$ cat src/rtl/elevator_controller.sv
// elevator_controller: three-floor SCAN scheduler that latches calls, times travel and door dwell.
// Optional build macro EMERGENCY_STOP_EN adds an `emergency` input that freezes motion and request latching.
module elevator_controller #(
  parameter logic [1:0] ST_FLOOR      = 2'b00,
  parameter logic [1:0] ND_FLOOR      = 2'b01,
  parameter logic [1:0] RD_FLOOR      = 2'b10,
  parameter int         TRAVEL_CYCLES = 8,
  parameter int         DOOR_CYCLES   = 4
) (
  input  logic       clk,
  input  logic       reset,
  input  logic       st_button,
  input  logic       nd_button,
  input  logic       rd_button,
`ifdef EMERGENCY_STOP_EN
  input  logic       emergency,
`endif
  output logic [1:0] state,
  output logic       open_door,
  output logic       moving,
  output logic       direction,
  output logic [2:0] pending
);

  localparam int TW = (TRAVEL_CYCLES > 1) ? $clog2(TRAVEL_CYCLES) : 1;
  localparam int DW = (DOOR_CYCLES > 1) ? $clog2(DOOR_CYCLES) : 1;
  localparam logic [TW-1:0] TRAVEL_LOAD = TW'(TRAVEL_CYCLES - 1);
  localparam logic [DW-1:0] DOOR_LOAD   = DW'(DOOR_CYCLES - 1);

  localparam logic [1:0] IDLE = 2'd0;
  localparam logic [1:0] MOVE = 2'd1;
  localparam logic [1:0] DOOR = 2'd2;

  logic [1:0]    fsm, fsm_nxt;
  logic [TW-1:0] travel_cnt, travel_cnt_nxt;
  logic [DW-1:0] door_cnt, door_cnt_nxt;
  logic [1:0]    state_nxt;
  logic          open_door_nxt, moving_nxt, direction_nxt;
  logic [2:0]    pending_nxt;
  logic [1:0]    cur_idx, new_idx;
  logic [2:0]    set_mask, clr_mask;

  // Floors are handled internally as indices 0..2 so pending bits line up with them.
  function automatic logic [1:0] idx_of(input logic [1:0] enc);
    if (enc == RD_FLOOR)      return 2'd2;
    else if (enc == ND_FLOOR) return 2'd1;
    else                      return 2'd0;
  endfunction

  function automatic logic [1:0] enc_of(input logic [1:0] idx);
    case (idx)
      2'd2:    return RD_FLOOR;
      2'd1:    return ND_FLOOR;
      default: return ST_FLOOR;
    endcase
  endfunction

  function automatic logic [2:0] above_mask(input logic [1:0] idx);
    case (idx)
      2'd0:    return 3'b110;
      2'd1:    return 3'b100;
      default: return 3'b000;
    endcase
  endfunction

  function automatic logic [2:0] below_mask(input logic [1:0] idx);
    case (idx)
      2'd0:    return 3'b000;
      2'd1:    return 3'b001;
      default: return 3'b011;
    endcase
  endfunction

  always_comb begin
    // NOTE: every next-state signal gets a default first so no path through the case infers a latch.
    fsm_nxt        = fsm;
    travel_cnt_nxt = travel_cnt;
    door_cnt_nxt   = door_cnt;
    state_nxt      = state;
    open_door_nxt  = open_door;
    moving_nxt     = moving;
    direction_nxt  = direction;
    cur_idx        = idx_of(state);
    new_idx        = cur_idx;
    set_mask       = {rd_button, nd_button, st_button};
    clr_mask       = 3'b000;

    case (fsm)
      IDLE: begin
        if (pending[cur_idx]) begin
          fsm_nxt           = DOOR;
          open_door_nxt     = 1'b1;
          door_cnt_nxt      = DOOR_LOAD;
          clr_mask[cur_idx] = 1'b1;
        end else if (|(pending & above_mask(cur_idx)) &&
                     (direction || !(|(pending & below_mask(cur_idx))))) begin
          fsm_nxt        = MOVE;
          moving_nxt     = 1'b1;
          direction_nxt  = 1'b1;
          travel_cnt_nxt = TRAVEL_LOAD;
        end else if (|(pending & below_mask(cur_idx))) begin
          fsm_nxt        = MOVE;
          moving_nxt     = 1'b1;
          direction_nxt  = 1'b0;
          travel_cnt_nxt = TRAVEL_LOAD;
        end
      end

      MOVE: begin
        if (travel_cnt != '0) begin
          travel_cnt_nxt = travel_cnt - TW'(1);
        end else begin
          if (direction) new_idx = (cur_idx == 2'd2) ? 2'd2 : cur_idx + 2'd1;
          else           new_idx = (cur_idx == 2'd0) ? 2'd0 : cur_idx - 2'd1;
          state_nxt = enc_of(new_idx);
          // Arrival decision is made against the floor just reached.
          if (pending[new_idx]) begin
            fsm_nxt           = DOOR;
            moving_nxt        = 1'b0;
            open_door_nxt     = 1'b1;
            door_cnt_nxt      = DOOR_LOAD;
            clr_mask[new_idx] = 1'b1;
          end else if (|(pending & (direction ? above_mask(new_idx) : below_mask(new_idx)))) begin
            travel_cnt_nxt = TRAVEL_LOAD;
          end else begin
            fsm_nxt    = IDLE;
            moving_nxt = 1'b0;
          end
        end
      end

      DOOR: begin
        set_mask[cur_idx] = 1'b0;
        if (door_cnt != '0) begin
          door_cnt_nxt = door_cnt - DW'(1);
        end else begin
          fsm_nxt       = IDLE;
          open_door_nxt = 1'b0;
        end
      end

      default: begin
        fsm_nxt       = IDLE;
        moving_nxt    = 1'b0;
        open_door_nxt = 1'b0;
      end
    endcase

    // A clear on the same edge as a set of that bit wins.
    pending_nxt = (pending | set_mask) & ~clr_mask;

`ifdef EMERGENCY_STOP_EN
    if (emergency) begin
      fsm_nxt        = fsm;
      travel_cnt_nxt = travel_cnt;
      door_cnt_nxt   = door_cnt;
      state_nxt      = state;
      open_door_nxt  = open_door;
      moving_nxt     = moving;
      direction_nxt  = direction;
      pending_nxt    = pending;
    end
`endif
  end

  // NOTE: sequential state uses non-blocking assignments so all registers update from pre-edge values.
  always_ff @(posedge clk) begin
    if (reset) begin
      fsm        <= IDLE;
      travel_cnt <= '0;
      door_cnt   <= '0;
      state      <= ST_FLOOR;
      open_door  <= 1'b0;
      moving     <= 1'b0;
      direction  <= 1'b1;
      pending    <= 3'b000;
    end else begin
      fsm        <= fsm_nxt;
      travel_cnt <= travel_cnt_nxt;
      door_cnt   <= door_cnt_nxt;
      state      <= state_nxt;
      open_door  <= open_door_nxt;
      moving     <= moving_nxt;
      direction  <= direction_nxt;
      pending    <= pending_nxt;
    end
  end

endmodule
$ cat config.mk
export PLATFORM = sky130hd
export DESIGN_NAME = elevator_controller
export DESIGN_NICKNAME = d
export VERILOG_FILES = /design/src/rtl/elevator_controller.sv
export SDC_FILE = /design/constraint.sdc
export NUM_CORES = 1
export LEC_CHECK = 0
export CAP_MARGIN = 10
export CORE_ASPECT_RATIO = 0.8
export CORE_UTILIZATION = 40
export DETAILED_ROUTE_END_ITERATION = 10
export PLACE_DENSITY = 0.59
export SLEW_MARGIN = 20
export SYNTH_ARGS = -nofsm -noshare
export SYNTH_HDL_FRONTEND = slang
export SYNTH_SLANG_ARGS = --single-unit
$ cat constraint.sdc
create_clock -name clk -period 2.13 [get_ports clk]
set_input_delay 0.3195 -clock clk [delete_from_list [all_inputs] [get_ports clk]]
set_output_delay 0.3195 -clock clk [all_outputs]
set_load 0.1 [all_outputs]
==> flow_metrics.tcl <==
set metrics [dict create \
    setup_viol 0 \
    cts_sinks 15 \
    cts_setup_buffers 0 \
    synth_area_leaders "dfxtp_1, ha_1, nor2_1" \
    netlist_area_mm2 0.00104 \
    drv_slew 0 \
    vias 860 \
    status "finished, final reports clean" \
    fmax_mhz 507 \
    syn_inst 121 \
    htreeDepth 1 \
    cts_tree "yes" \
    final_core_util_pct 49.2 \
    synth_fa_ha_area_share_pct 8.41 \
    area_growth_pct 16.3 \
    drcViolationCount 0 \
    ios 13 \
    tightest_slew_ns 0.580 \
    cp.required_ns 2.33 \
    ys_seq_elements 15 \
    antenna_cells 0 \
    synth_mux_area_share_pct 3.37 \
    end_kind "flip-flop" \
    synth.distinct_cells 43 \
    post_cts_resized 0 \
    ff2ff_path_depth 8 \
    drive_gt1_share_pct 27.1 \
    first_pass_iters 4 \
    path_class "flip-flop to flip-flop" \
    yosysSeqAreaShare_pct 28.8 \
    antenna_found_initial 0 \
    grt_pass1_wl_um 3470 \
    synth-simple-area-share_pct 23.8 \
    ff2ff_setup_slack_ns 0.16 \
    powerDensity_mw_per_mm2 1370 \
    port_buffers 12 \
    fin_crit_sh_pct 92.7 \
    syn_avg_cell_area_um2 8.60 \
    numCtsBuffers 3 \
    grt_overflow 0 \
    drt_iter0_markers 21 \
    final_area_mm2 0.00121 \
    gp_congestion 0.927 \
    synth_common_cells "dfxtp_1, nor2_1, inv_1, a21oi_1, nand2_1" \
    synth-xor-area-share_pct 0.841 \
    synth_top_family_by_area "compound AO/OA/AOI/OAI gates" \
    final.setup.tns_ns 0 \
    yosys.area.top_type "dfxtp_1" \
    layout.nets 146 \
    synth.most_common_cell "dfxtp_1" \
    finalHoldViolCount 0 \
    grt_pass1_vias 704 \
    async_flop_share_pct 0 \
    track_usage_pct 17.0 \
    whs_path_depth 2 \
    hold_class "flip-flop to flip-flop" \
    clockBufferDepth 2 \
    dieWidth_um 59.0 \
    critPathMaxFanout 7 \
    synth.net_count 133 \
    cts_hold_buf 0 \
    die_area_mm2 0.00281 \
    startpoint_type "flip-flop" \
    wire_per_inst_um 12.7 \
    period_minus_slack_ns 1.97 \
    fin_hold_ws_ns 0.486 \
    insertion_delay_ns 0.28 \
    synth_compound_area_share_pct 28.8 \
    relSlewSlack_pct 61.2 \
    clk_pin_slew_worst_paths_ns 0.09 \
    p_leak_uw 0.000486 \
    initial_core_util_pct 42.3 \
    placed_area_mm2 0.00118 \
    hpwl_um 1590 \
    vdd_ir_drop_max_mv 0.838 \
    synth_ff_type "dfxtp_1" \
    synth_top_cell_area_share_pct 28.8 \
    clock_skew_ns 0.00232 \
    antenna_left 0 \
    synth_edf_count 0 \
    root_buffer "clkbuf_4" \
    grt_max_degree 16 \
    finalPower_uw 1660 \
    cp.arrival_ns 2.18 \
    die_h_um 47.6 \
    routed_via_density 5.09 \
    core_area_mm2 0.00246 \
    cap_violations 0 \
    rsz0062_at_grt "false" \
    wl_um 2150 \
    fp-row-count 16 \
    yosys_warnings 0 \
]
-- where the power goes --
| part | internal, uW | leakage, uW | switching [uW] | total, uW |
|---|---|---|---|---|
| Sequential | 377 | 0.000126 | 119 | 496 |
| Combinational | 350 | 0.000346 | 647 | 997 |
| Clock | 72.8 | 0.0000150 | 90.4 | 163 |
-- flip-flops by register name (all words and copies together) (netlist names) --
register and count:
fsm 2, pending 3, direction 1, door_cnt 2
travel_cnt 3, open_door 1, moving 1, state 2
-- area by class of cell --
class	instances	area [um2]
well taps	36	45.0
fillers	238	1250
clock buffers	4	26.3
inverters	9	33.8
flip-flops and latches	15	312
repair buffers	14	115
multi-input cells	91	679
-- path summary, 6_finish.rpt --
check / endpoint / start
setup / recovery: travel_cnt[2] / state[0]
hold / removal: open_door / open_door
setup reg to reg: travel_cnt[2] / state[0]
hold reg to reg: open_door / open_door
-- metal layers --
layer / GRT usage, % / wire (um) / part of all wire, % / up-vias
li1: - / - / - / 456
met1: 26.1 / 1150 / 54 / 385
met2: 22.7 / 882 / 41 / 17
met3: 4.86 / 100 / 4.7 / 2
met4: 4.29 / 12 / 0.56 / 0
met5: 0 / 0 / 0 / -
-- layout by cell type, fill, tap and decap left out, types with 2 or more instances in the layout --
cell             count
o21bai_1             2
nor2_1              11
nor2_2               2
clkbuf_4             3
dfxtp_4              2
nor3_1               3
nor3b_1              3
a31oi_1              2
clkdlybuf4s50_1      4
dfxtp_1             10
mux2i_1              2
nand2b_1             4
o21ai_1              4
nand3_1              2
o21ai_0              3
inv_1                9
buf_4               10
a22oi_1              3
dfxtp_2              3
a211oi_2             2
a21oi_1              8
ha_1                 7
nand2_1              8
a2111oi_2            2
nand3b_1             2
-- metrics by stage --
step	cells	setup slack [ns]
floorplan	121	0.0217
global placement	165	0.155
detailed placement	165	0.171
CTS	169	0.149
global route	169	0.00306
finish	169	0.156
-- critical path, cell delays in order, from the launching register on --
cell	delay, ns
dfxtp_4	0.37
inv_1	0.07
ha_1	0.32
mux2_4	0.35
a21oi_4	0.24
a21oi_1	0.11
nor2_2	0.15
a21oi_1	0.10
a211oi_2	0.18
-- cell families after synthesis --
kind of cell    Yosys count
simple gates             43
compound gates           37
buf+inv                  15
flops                    15
fa+ha+maj                 7
mux                       3
xor+xnor                  1
Power figures use the tool's default switching activity.
